**src/rtl/arb_word_packer.sv**
```systemverilog
// arb_word_packer: packs per-channel arbiter bytes into 32-bit words behind a valid/ready output queue
// Ports: clk, rst_n (sync, active-low); in_valid/in_data/in_src byte input, no backpressure;
// out_valid/out_ready/out_data/out_src word output (byte 0 in [7:0]); overflow sticky drop flag;
// drop_cnt saturating drop count, present only when PACKER_DROP_CNT_EN is defined.
module arb_word_packer #(
  parameter int DEPTH = 4
) (
  input  logic        clk,
  input  logic        rst_n,
  input  logic        in_valid,
  input  logic [7:0]  in_data,
  input  logic [1:0]  in_src,
  output logic        out_valid,
  input  logic        out_ready,
  output logic [31:0] out_data,
  output logic [1:0]  out_src,
  output logic        overflow
`ifdef PACKER_DROP_CNT_EN
  ,
  output logic [7:0]  drop_cnt
`endif
);
  localparam int AW = $clog2(DEPTH);
  logic [23:0] part [4];
  logic [1:0]  cnt [4];
  logic [33:0] mem [DEPTH];
  logic [AW-1:0] wp, rp;
  logic [AW:0] count;
  logic complete, pop, full, push, drop;
  assign complete  = in_valid && cnt[in_src] == 2'd3;
  assign out_valid = count != '0;
  assign pop       = out_valid && out_ready;
  assign full      = count == (AW+1)'(DEPTH);
  // a pop in the same cycle frees the slot the completed word needs
  assign push      = complete && (!full || pop);
  assign drop      = complete && full && !pop;
  assign out_data  = mem[rp][31:0];
  assign out_src   = mem[rp][33:32];
  always_ff @(posedge clk) begin
    if (!rst_n) begin
      for (int i = 0; i < 4; i++) begin
        part[i] <= '0;
        cnt[i]  <= '0;
      end
      for (int i = 0; i < DEPTH; i++) mem[i] <= '0;
      wp       <= '0;
      rp       <= '0;
      count    <= '0;
      overflow <= 1'b0;
    end else begin
      if (in_valid) begin
        cnt[in_src] <= cnt[in_src] + 2'd1;
        if (!complete) part[in_src][{cnt[in_src], 3'b000} +: 8] <= in_data;
      end
      if (push) begin
        mem[wp] <= {in_src, in_data, part[in_src]};
        wp      <= wp + 1'b1;
      end
      if (pop) rp <= rp + 1'b1;
      count <= push && !pop ? count + 1'b1 : pop && !push ? count - 1'b1 : count;
      if (drop) overflow <= 1'b1;
    end
  end
`ifdef PACKER_DROP_CNT_EN
  always_ff @(posedge clk) begin
    if (!rst_n) drop_cnt <= '0;
    else if (drop && drop_cnt != 8'hff) drop_cnt <= drop_cnt + 8'd1;
  end
`endif
endmodule

```
**config.mk**
```make
export PLATFORM = sky130hd
export DESIGN_NAME = arb_word_packer
export DESIGN_NICKNAME = d
export VERILOG_FILES = /design/src/rtl/arb_word_packer.sv
export SDC_FILE = /design/constraint.sdc
export NUM_CORES = 1
export LEC_CHECK = 0
export ABC_CLOCK_PERIOD_IN_PS = 10100
export CORE_MARGIN = 5
export CORE_UTILIZATION = 50
export CTS_BUF_LIST = sky130_fd_sc_hd__clkbuf_2
export DETAILED_ROUTE_END_ITERATION = 8
export MAX_ROUTING_LAYER = met4
export PLACE_DENSITY = 0.68
export SYNTH_ARGS = -nofsm -noshare
export SYNTH_HDL_FRONTEND = slang
export SYNTH_SLANG_ARGS = --single-unit
```
**constraint.sdc**
```tcl
create_clock -name clk -period 10.1 [get_ports clk]
set_input_delay 1.515 -clock clk [delete_from_list [all_inputs] [get_ports clk]]
set_output_delay 1.515 -clock clk [all_outputs]
set_load 0.01 [all_outputs]
```
==> flow_summary.toml, run 1 <==
[placement]
hpwl_um = 15490
portBuffers = 49
pre_cts_ws_ns = 4.088
gp_congestion = 0.8317

[setup_path]
worstPathRequired_ns = 10.55
worst-setup-path-type = "primary input to flop"
crit_family = "compound AO/OA/AOI/OAI gates"
critPathMaxFanout = 37
crit_slowest_cell = "o21ai_0"
cp_slowest_stage_delay_ns = 1.13
path_cells = "clkdlybuf4s50_1 > buf_4 > mux2i_1 > mux2_4 > inv_4 > ha_1 > and3b_1 > nand3_1 > o21ai_0"
cp.buffers_inverters = 3
endpoint_kind = "flop"
arrival_ns = 5.41
start_kind = "primary input"

[clocking]
cts-htree-levels = 2
root_buffer = "clkbuf_2"
cts_buffers = 60
post_cts_resized = 0
path_clk_slew_ns = 0.09
clkLatencyLatePin_ns = 0.85
cts_tree = "done"
postCtsHoldBufs = 0
postCtsSetupRepairBufs = 0
cts.sinks = 250
cts_max_path_buffers = 3

[sta]
slew_headroom_pct = 18.71
max_freq_mhz = 201.5
finalCritPeriodShare_pct = 49.14
postLayoutSetupSlackWorst_ns = 5.137
timing.final.hold_violations = 0
hold_slack_ns = 0.4990
fin_skew_ns = 0.06417
min_period_ns = 4.963
report.final.slew_viol_count = 0
setup_violations = 0
worst_pin_slew_ns = 1.216
setup_tns_ns = 0
rsz0062_at_grt = "false"

[final_layout]
final_nets = 827
num-fill-cells = 1741
drive_gt1_share_pct = 21.11
area_delta_synth_final_pct = 11.07

[detailed_routing]
num_vias = 6577
antenna_left = 0
first_iter_violations = 603
drt_first_pass_iters = 5
top_layer = "met4"
vias_per_cell = 5.826
wire_per_inst_um = 21.25
drc = 0
wl_met3_um = 1856
wl_um = 23990
met2WireLength_um = 11940
wl_met1_um = 9860

[floorplan]
core-area_um2 = 21760
initial_core_util_pct = 50.57
placementRows = 54
dieHeight_um = 158.3
floorplan.die_area_um2 = 25070
ios = 50
die_w_um = 158.3

[logic_synthesis]
netlist.area_leader.share_pct = 65.51
syn_area_um2 = 11000
syn_nets = 755
synth_top_area_cell = "edfxtp_1"
syn_inst = 735
ys_ff_latch = 250
synth_cell_types = 44
ys_seq_area_share_pct = 67.33
synth-edff-count = 240
synthArstFlopShare_pct = 0
synth_top_flop_cell = "edfxtp_1"
synth_area_leaders = "edfxtp_1 66%, mux4_2 12%, and2_1 4.0%"
avgSynthCellArea_um2 = 14.97
yosysWarnings = 0

[global_routing]
antenna_found_initial = 1
grt_max_degree = 38
overflow = 0
grt_util_all_layers_pct = 20.56
grt_pass1_wl_um = 38090
grt_pass1_vias = 6858

[power_and_ir_drop]
p_per_area_nw_per_um2 = 176.9
vdd_drop_max_mv = 0.07382
leakage_uw = 0.004209

[hold_path]
min_path_type = "flop to flop"

[flow_run]
cap_violations = 0

[run_status]
status = "complete, no violations"
synth_stat cells, types with 2 or more instances:
master	n
edfxtp_1	240
nor2_1	77
and2_1	71
nor3_1	71
mux4_2	59
nand2_1	38
clkbuf_1	28
nor2b_1	26
buf_2	18
o21ai_0	12
dfxtp_1	10
inv_1	8
nor2_2	8
nand3_1	7
a21oi_1	6
ha_1	5
or3_1	5
nand2b_1	4
xor2_1	4
buf_1	3
mux2i_1	3
nand3b_1	3
nor4_1	3
and3b_1	2
buf_6	2
nand4b_1	2
o31ai_1	2
or4_1	2
routing by layer:
layer  vias up  GRT usage (%)
met1      3312          27.72
met4         0          5.240
met5         -              -
met3        39          4.050
li1       2932              -
met2       294          32.67
layout make-up:
type / instances / area (um2) / share of cell area (%)
inverters: 10 / 40.04 / 0.3277
multi-input cells: 424 / 3338 / 27.32
flip-flops and latches: 250 / 7408 / 60.63
clock inverters: 16 / 68.82 / 0.5632
clock buffers: 87 / 435.4 / 3.563
well taps: 280 / 350.3 / 2.867
repair buffers: 61 / 575.6 / 4.710
diodes: 1 / 2.502 / 0.02048
worst paths after layout:
kind,from,end,slack (ns),depth (start not counted)
setup / recovery,in_src[1],part[0][17]$_SDFFCE_PN0P_,5.14,9
hold / removal,overflow$_SDFFE_PN0P_,overflow$_SDFFE_PN0P_,0.50,2
setup reg to reg,cnt[3][1]$_DFFE_PP_,part[0][17]$_SDFFCE_PN0P_,6.42,5
hold reg to reg,overflow$_SDFFE_PN0P_,overflow$_SDFFE_PN0P_,0.50,2
cell usage in the layout (no fill, tap or decap), types with 3 or more instances in the layout:
cell type,instances
or3_1,5
a21oi_1,6
nor3_1,71
nand3_1,7
nand3b_1,3
ha_1,5
nor2_1,77
clkdlybuf4s50_1,48
clkbuf_2,87
buf_4,12
edfxtp_1,240
nor2b_1,26
clkinv_1,13
dfxtp_1,9
nand2b_1,4
and2_1,71
mux2i_1,3
xor2_1,4
nor2_2,8
mux4_2,59
nand2_1,38
o21ai_0,11
inv_1,8
kinds of logic after synthesis:
| logic type | count (synthesis) | share of synthesized area (%) |
|---|---|---|
| AND/OR/NAND/NOR | 326 | 15.36 |
| flip-flops | 250 | 67.33 |
| multiplexers | 63 | 12.49 |
| buffers and inverters | 61 | 2.445 |
| AO/OA/AOI/OAI | 25 | 1.308 |
| adder cells (fa/ha/maj) | 6 | 0.7506 |
| XOR/XNOR | 4 | 0.3184 |
tightest hold or removal path: stages (launching register included):
cell and delay, ns:
dfxtp_1 0.35, a21oi_1 0.05, nor2_1 0.07
state kept, by name, summed over array words and instances (netlist names), named ones only:
name,count
cnt,8
count,3
mem,136
overflow,1
part,96
rp,2
wp,2
stage by stage:
stage / power (uW) / area (um2) / std cells / util, %
finish: 2161 / 12220 / 1129 / 56.17
global route: 2264 / 12220 / 1129 / 56.17
CTS: 2182 / 12220 / 1128 / 56.15
detailed placement: 1576 / 11710 / 1025 / 53.84
global placement: 1566 / 11710 / 1025 / 53.84
floorplan: 1438 / 11000 / 735 / -
report_power, final:
group          total (uW)  switching (uW)  leakage, uW  internal [uW]
clock                 615             386     0.000386            229
sequential           1210            22.0      0.00256           1190
combinational         336             183      0.00126            154
Note: power is estimated with default switching activity, not from simulation.
==> run 2, diff against run 1 <==
--- a/config.mk
+++ b/config.mk
@@ -5,13 +5,13 @@
 export SDC_FILE = /design/constraint.sdc
 export NUM_CORES = 1
 export LEC_CHECK = 0
-export ABC_CLOCK_PERIOD_IN_PS = 10100
+export ABC_CLOCK_PERIOD_IN_PS = 4300
 export CORE_MARGIN = 5
 export CORE_UTILIZATION = 50
 export CTS_BUF_LIST = sky130_fd_sc_hd__clkbuf_2
 export DETAILED_ROUTE_END_ITERATION = 8
 export MAX_ROUTING_LAYER = met4
-export PLACE_DENSITY = 0.68
+export PLACE_DENSITY = 0.71
 export SYNTH_ARGS = -nofsm -noshare
 export SYNTH_HDL_FRONTEND = slang
 export SYNTH_SLANG_ARGS = --single-unit
==> constraint.sdc (replaced) <==
create_clock -name clk -period 4.3 [get_ports clk]
set_input_delay 0.645 -clock clk [delete_from_list [all_inputs] [get_ports clk]]
set_output_delay 0.645 -clock clk [all_outputs]
set_load 0.01 [all_outputs]
==> run 2 against run 1 <==
Compared with the run above:
- non-clock buffer count up 16
- sequential share of layout area decreased by 0.82 points
- clock skew increased by 0.0014 ns
- sequential cell count unchanged
- core utilization increased by 0.77 points
- count of clock-buffer cells in the layout is 5 higher
- setup slack worse by 4.3 ns
- clock power grew 140%
- total power up 140%
- sequential power increased by 130%
- cell area rose by 1.4%
- combinational power grew 140%
- critical path type is now flop to primary output
- largest cell class unchanged
- highest routed layer unchanged
==> flow_summary.toml, run 2 (same netlist as run 1, synthesis figures left out) <==
[run_status]
status = "complete, no violations"

[hold_path]
whs_path_depth = 3
min_to = "part[3][9]$_DFFE_PP_"
hp-start = "in_src[0]"
min_path_type = "primary input to flop"

[detailed_routing]
drt_first_pass_iters = 5
wire_per_inst_um = 20.86
first_iter_violations = 685
vias_per_cell = 5.739
antenna_left = 0
wl_um = 24110
num_vias = 6634
drc = 0

[clocking]
cts-htree-levels = 2
path_clk_slew_ns = 0.10
clkLatencyLatePin_ns = 0.84
postCtsSetupRepairBufs = 0
cts_tree = "done"
postCtsHoldBufs = 0
cts_buffers = 60
cts.sinks = 250
root_buffer = "clkbuf_2"
post_cts_resized = 0
cts_max_path_buffers = 3

[final_layout]
final_cell_mix = "240 x edfxtp_1, 92 x clkbuf_2, 77 x nor2_1, 71 x and2_1, 71 x nor3_1"
largest_register = "mem"
seq_area_um2 = 7408
multi_input_area_um2 = 3338
largest_reg_flops = 136
final_core_util_pct = 56.94
final_nets = 843
drive_gt1_share_pct = 22.86
num-fill-cells = 1768
layout_commonest_cell = "edfxtp_1"
reg_top3 = "mem (136), part (96), cnt (8)"
area_delta_synth_final_pct = 12.59

[floorplan]
initial_core_util_pct = 50.57
die_w_um = 158.3
floorplan.die_area_um2 = 25070
placementRows = 54
dieHeight_um = 158.3
core-area_um2 = 21760
ios = 50

[setup_path]
r2r_start = "cnt[0][0]$_SDFFCE_PN0P_"
r2r_cells = 7
ff2ff_setup_slack_ns = 1.08
worstPathRequired_ns = 3.65
arrival_ns = 2.83
endpoint_kind = "primary output"
critPathMaxFanout = 34
worst-setup-path-type = "flop to primary output"
r2r_end = "part[0][19]$_SDFFCE_PN0P_"
start_kind = "flop"

[global_routing]
grt_util_all_layers_pct = 20.63
grt_util_met1_pct = 28.16
grt_pass1_vias = 6894
grt_max_degree = 36
antenna_found_initial = 1
grt_util_met2_pct = 32.45
overflow = 0
grt_pass1_wl_um = 38460
top_usage_layer = "met2"
grt_use_met3_pct = 3.751

[power_and_ir_drop]
p_per_area_nw_per_um2 = 414.9
leakage_uw = 0.004312
vdd_drop_max_mv = 0.1762

[sta]
rsz0062_at_grt = "false"
fin_skew_ns = 0.06560
setup_violations = 0
slew_headroom_pct = 10.84
max_freq_mhz = 288.1
finalCritPeriodShare_pct = 80.72
timing.final.hold_violations = 0
setup_tns_ns = 0
worst_pin_slew_ns = 1.323
min_period_ns = 3.471
report.final.slew_viol_count = 0

[placement]
portBuffers = 49
gp_congestion = 0.8775
hpwl_um = 15410

[flow_run]
cap_violations = 0
-- run 2: cell count changes in the layout (fill, tap and decap cells not counted), sizes merged --
cell,previous run,this run
buf,13,29
clkinv,14,20
clkbuf,87,92
-- run 2: area by class of cell --
type	count	share of cell area (%)
flip-flops and latches	250	59.81
diodes	1	0.02020
multi-input cells	424	26.95
repair buffers	77	5.616
well taps	280	2.828
clock buffers	92	3.717
clock inverters	22	0.7374
inverters	10	0.3232
-- run 2: power by group --
| part | internal [uW] | leakage [uW] | switching (uW) | total (uW) |
|---|---|---|---|---|
| logic | 371 | 0.00134 | 431 | 803 |
| clock network | 573 | 0.000416 | 928 | 1500 |
| registers | 2790 | 0.00256 | 47.7 | 2840 |
-- run 2: routing by layer --
| layer | up-vias | wire length (um) |
|---|---|---|
| li1 | 2976 | - |
| met1 | 3326 | 9938 |
| met2 | 293 | 11960 |
| met3 | 39 | 1844 |
| met4 | 0 | 375 |
| met5 | - | 0 |
-- run 2: worst max-delay path by stage --
stage	from	end	slack (ns)	depth (start not counted)
final	flop	out_data[19]	0.83	3
after global routing	flop	out_data[19]	0.58	3
after CTS	flop	out_data[23]	0.71	3
after detailed placement	in_src[1]	part[0][22]$_SDFFCE_PN0P_	0.18	8
after global placement	in_src[1]	part[0][22]$_SDFFCE_PN0P_	0.41	8
after floorplan	in_src[1]	count[2]$_SDFFE_PN0P_	0.67	17
-- run 2: stage by stage --
stage / setup WS, ns / instances / cell area, um2 / total power [uW] / hold slack (ns)
2_1_floorplan: 0.6747 / 735 / 11000 / 3377 / 0.4826
3_3_place_gp: 0.4056 / 1041 / 11830 / 3677 / 0.4940
3_5_place_dp: 0.1762 / 1041 / 11830 / 3704 / 0.5170
4_1_cts: 0.7127 / 1155 / 12380 / 5192 / 0.4038
5_1_grt: 0.5838 / 1156 / 12390 / 5397 / 0.4301
6_report: 0.8292 / 1156 / 12390 / 5140 / 0.4970
-- run 2: worst max-delay path: stages, from the launching register on --
cell and delay, ns:
dfxtp_2 0.33, buf_4 0.54, mux4_2 0.61, clkdlybuf4s50_1 0.50
==> run 3, diff against run 2 <==
--- a/config.mk
+++ b/config.mk
@@ -5,13 +5,13 @@
 export SDC_FILE = /design/constraint.sdc
 export NUM_CORES = 1
 export LEC_CHECK = 0
-export ABC_CLOCK_PERIOD_IN_PS = 4300
+export ABC_CLOCK_PERIOD_IN_PS = 3500
 export CORE_MARGIN = 5
 export CORE_UTILIZATION = 50
 export CTS_BUF_LIST = sky130_fd_sc_hd__clkbuf_2
 export DETAILED_ROUTE_END_ITERATION = 8
 export MAX_ROUTING_LAYER = met4
-export PLACE_DENSITY = 0.71
+export PLACE_DENSITY = 0.68
 export SYNTH_ARGS = -nofsm -noshare
 export SYNTH_HDL_FRONTEND = slang
 export SYNTH_SLANG_ARGS = --single-unit
==> constraint.sdc (replaced) <==
create_clock -name clk -period 3.5 [get_ports clk]
set_input_delay 0.525 -clock clk [delete_from_list [all_inputs] [get_ports clk]]
set_output_delay 0.525 -clock clk [all_outputs]
set_load 0.01 [all_outputs]
==> run 3 against run 2 <==
Compared with the run above:
- setup slack got worse by 0.40 ns
- first-iteration DRC count fell by 21%
- core utilization rose by 0.68 points
- critical path depth did not move
- die area did not move
- cell area rose by 1.2%
- count of clock-buffer cells in the layout fell by 3
- clock skew fell by 0.018 ns
- sequential share of layout area fell by 0.70 points
==> flow_summary.toml, run 3 (same netlist as run 1, synthesis figures left out) <==
[floorplan]
dieHeight_um = 158.3
initial_core_util_pct = 50.57
floorplan.die_area_um2 = 25070
die_w_um = 158.3
placementRows = 54
core-area_um2 = 21760
ios = 50

[sta]
finalCritPeriodShare_pct = 87.77
postLayoutSetupSlackWorst_ns = 0.4282
setup_violations = 0
max_freq_mhz = 325.5
fin_skew_ns = 0.04806
min_period_ns = 3.072
report.final.slew_viol_count = 0
worst_pin_slew_ns = 0.9982
timing.final.hold_violations = 0
hold_slack_ns = 0.1403
slew_headroom_pct = 33.45
rsz0062_at_grt = "false"

[detailed_routing]
drc = 0
num_vias = 6671
first_iter_violations = 544
drt_first_pass_iters = 5
wire_per_inst_um = 20.84
antenna_left = 0
vias_per_cell = 5.741
wl_um = 24210

[power_and_ir_drop]
vdd_drop_max_mv = 0.3107
power_frac_clock_pct = 29.8
switching_share_pct = 26.27
p_sw_uw = 1685
p_per_area_nw_per_um2 = 511.7
seqPwrFrac_pct = 54.3
comb_power_share_pct = 15.9
leakage_uw = 0.004394
internal_power_uw = 4729

[clocking]
path_clk_slew_ns = 0.10
cts-htree-levels = 2
postCtsHoldBufs = 0
cts.sinks = 250
post_cts_resized = 0
cts_tree = "done"
cts_buffers = 60
postCtsSetupRepairBufs = 0
clkLatencyLatePin_ns = 0.82
cts_max_path_buffers = 3
root_buffer = "clkbuf_2"

[setup_path]
r2r_cells = 6
ff2ff_setup_slack_ns = 0.86
crit_slowest_cell = "mux4_2"
endpoint_kind = "primary output"
worst-setup-path-type = "flop to primary output"
worstPathRequired_ns = 2.97
r2r_start = "cnt[2][1]$_SDFFCE_PN0P_"
crit_end = "out_data[15]"
path_depth = 3
cp_slowest_stage_delay_ns = 0.56
arrival_ns = 2.55
start_kind = "flop"
r2r_end = "part[1][13]$_SDFFCE_PN0P_"
path_cells = "buf_12 > mux4_2 > clkdlybuf4s50_1"
critPathMaxFanout = 34
crit_family = "buffers and inverters"
cp.buffers_inverters = 2

[final_layout]
final_nets = 855
largest_reg_flops = 136
drive_gt1_share_pct = 23.84
reg_top3 = "mem (136), part (96), cnt (8)"
seq_area_um2 = 7408
final_area_um2 = 12530
largest_register = "mem"
multi_input_area_um2 = 3338
layout_commonest_cell = "edfxtp_1"
final_cell_mix = "240 x edfxtp_1, 89 x clkbuf_2, 77 x nor2_1, 71 x and2_1, 71 x nor3_1"
num-fill-cells = 1690
area_delta_synth_final_pct = 13.93

[global_routing]
grt_util_all_layers_pct = 20.73
grt_pass1_wl_um = 38480
antenna_found_initial = 1
overflow = 0
grt_max_degree = 35
grt_pass1_vias = 6916

[flow_run]
cap_violations = 0

[run_status]
status = "complete, no violations"

[placement]
portBuffers = 49
hpwl_um = 15440
gp_congestion = 0.8516
placed_cell_area_um2 = 11960
pre_cts_ws_ns = 0.009889

[hold_path]
min_path_type = "primary input to flop"
run 3: metrics by stage:
step / total power (uW) / TNS (ns) / util, % / std cells
2_1_floorplan: 4148 / -0.08357 / - / 735
3_5_place_dp: 4587 / 0 / 54.97 / 1053
5_1_grt: 6743 / 0 / 57.61 / 1162
6_report: 6414 / 0 / 57.61 / 1162
3_3_place_gp: 4552 / 0 / 54.97 / 1053
4_1_cts: 6493 / 0 / 57.60 / 1161
run 3: power groups by stage:
stage,sequential (uW),clock [uW],combinational [uW]
2_1_floorplan,3530,0,618
4_1_cts,3490,1970,1030
6_report,3480,1910,1020
3_5_place_dp,3560,0,1030
5_1_grt,3500,2140,1100
3_3_place_gp,3540,0,1010
run 3: worst min path at each step:
| stage | slack (ns) | endpoint | start | cells after the start |
|---|---|---|---|---|
| finish | 0.14 | cnt[0][0]$_SDFFCE_PN0P_ | in_src[0] | 2 |
| global route | 0.05 | cnt[0][0]$_SDFFCE_PN0P_ | in_src[0] | 2 |
| detailed placement | 0.47 | overflow$_SDFFE_PN0P_ | overflow$_SDFFE_PN0P_ | 2 |
| CTS | 0.05 | cnt[0][0]$_SDFFCE_PN0P_ | in_src[0] | 2 |
| global placement | 0.47 | overflow$_SDFFE_PN0P_ | overflow$_SDFFE_PN0P_ | 2 |
| floorplan | 0.48 | wp[1]$_SDFFE_PN0P_ | wp[1]$_SDFFE_PN0P_ | 2 |
run 3: final cells by class:
type                       count  area share [%]
clock buffer                  89           3.554
tap                          280           2.795
sequential                   250           59.10
antenna                        1         0.01996
multi-input combinational    424           26.63
timing repair buffer          89           6.568
clock inverter                19           1.008
inverter                      10          0.3194
run 3: layer usage:
layer,vias to the layer above,wire length (um),track usage (%)
met3,44,1810,3.833
met4,0,460,5.605
met1,3354,10100,28.33
met2,273,11840,32.57
met5,-,0,-
li1,3000,-,-
run 3: worst reg2reg max path, cell delays in order, from the launching register on:
cell and delay, ns:
edfxtp_1 0.38, mux4_2 0.52, ha_1 0.23, buf_4 0.16, or4_1 0.62, o21ai_0 0.21
buf_4 0.21
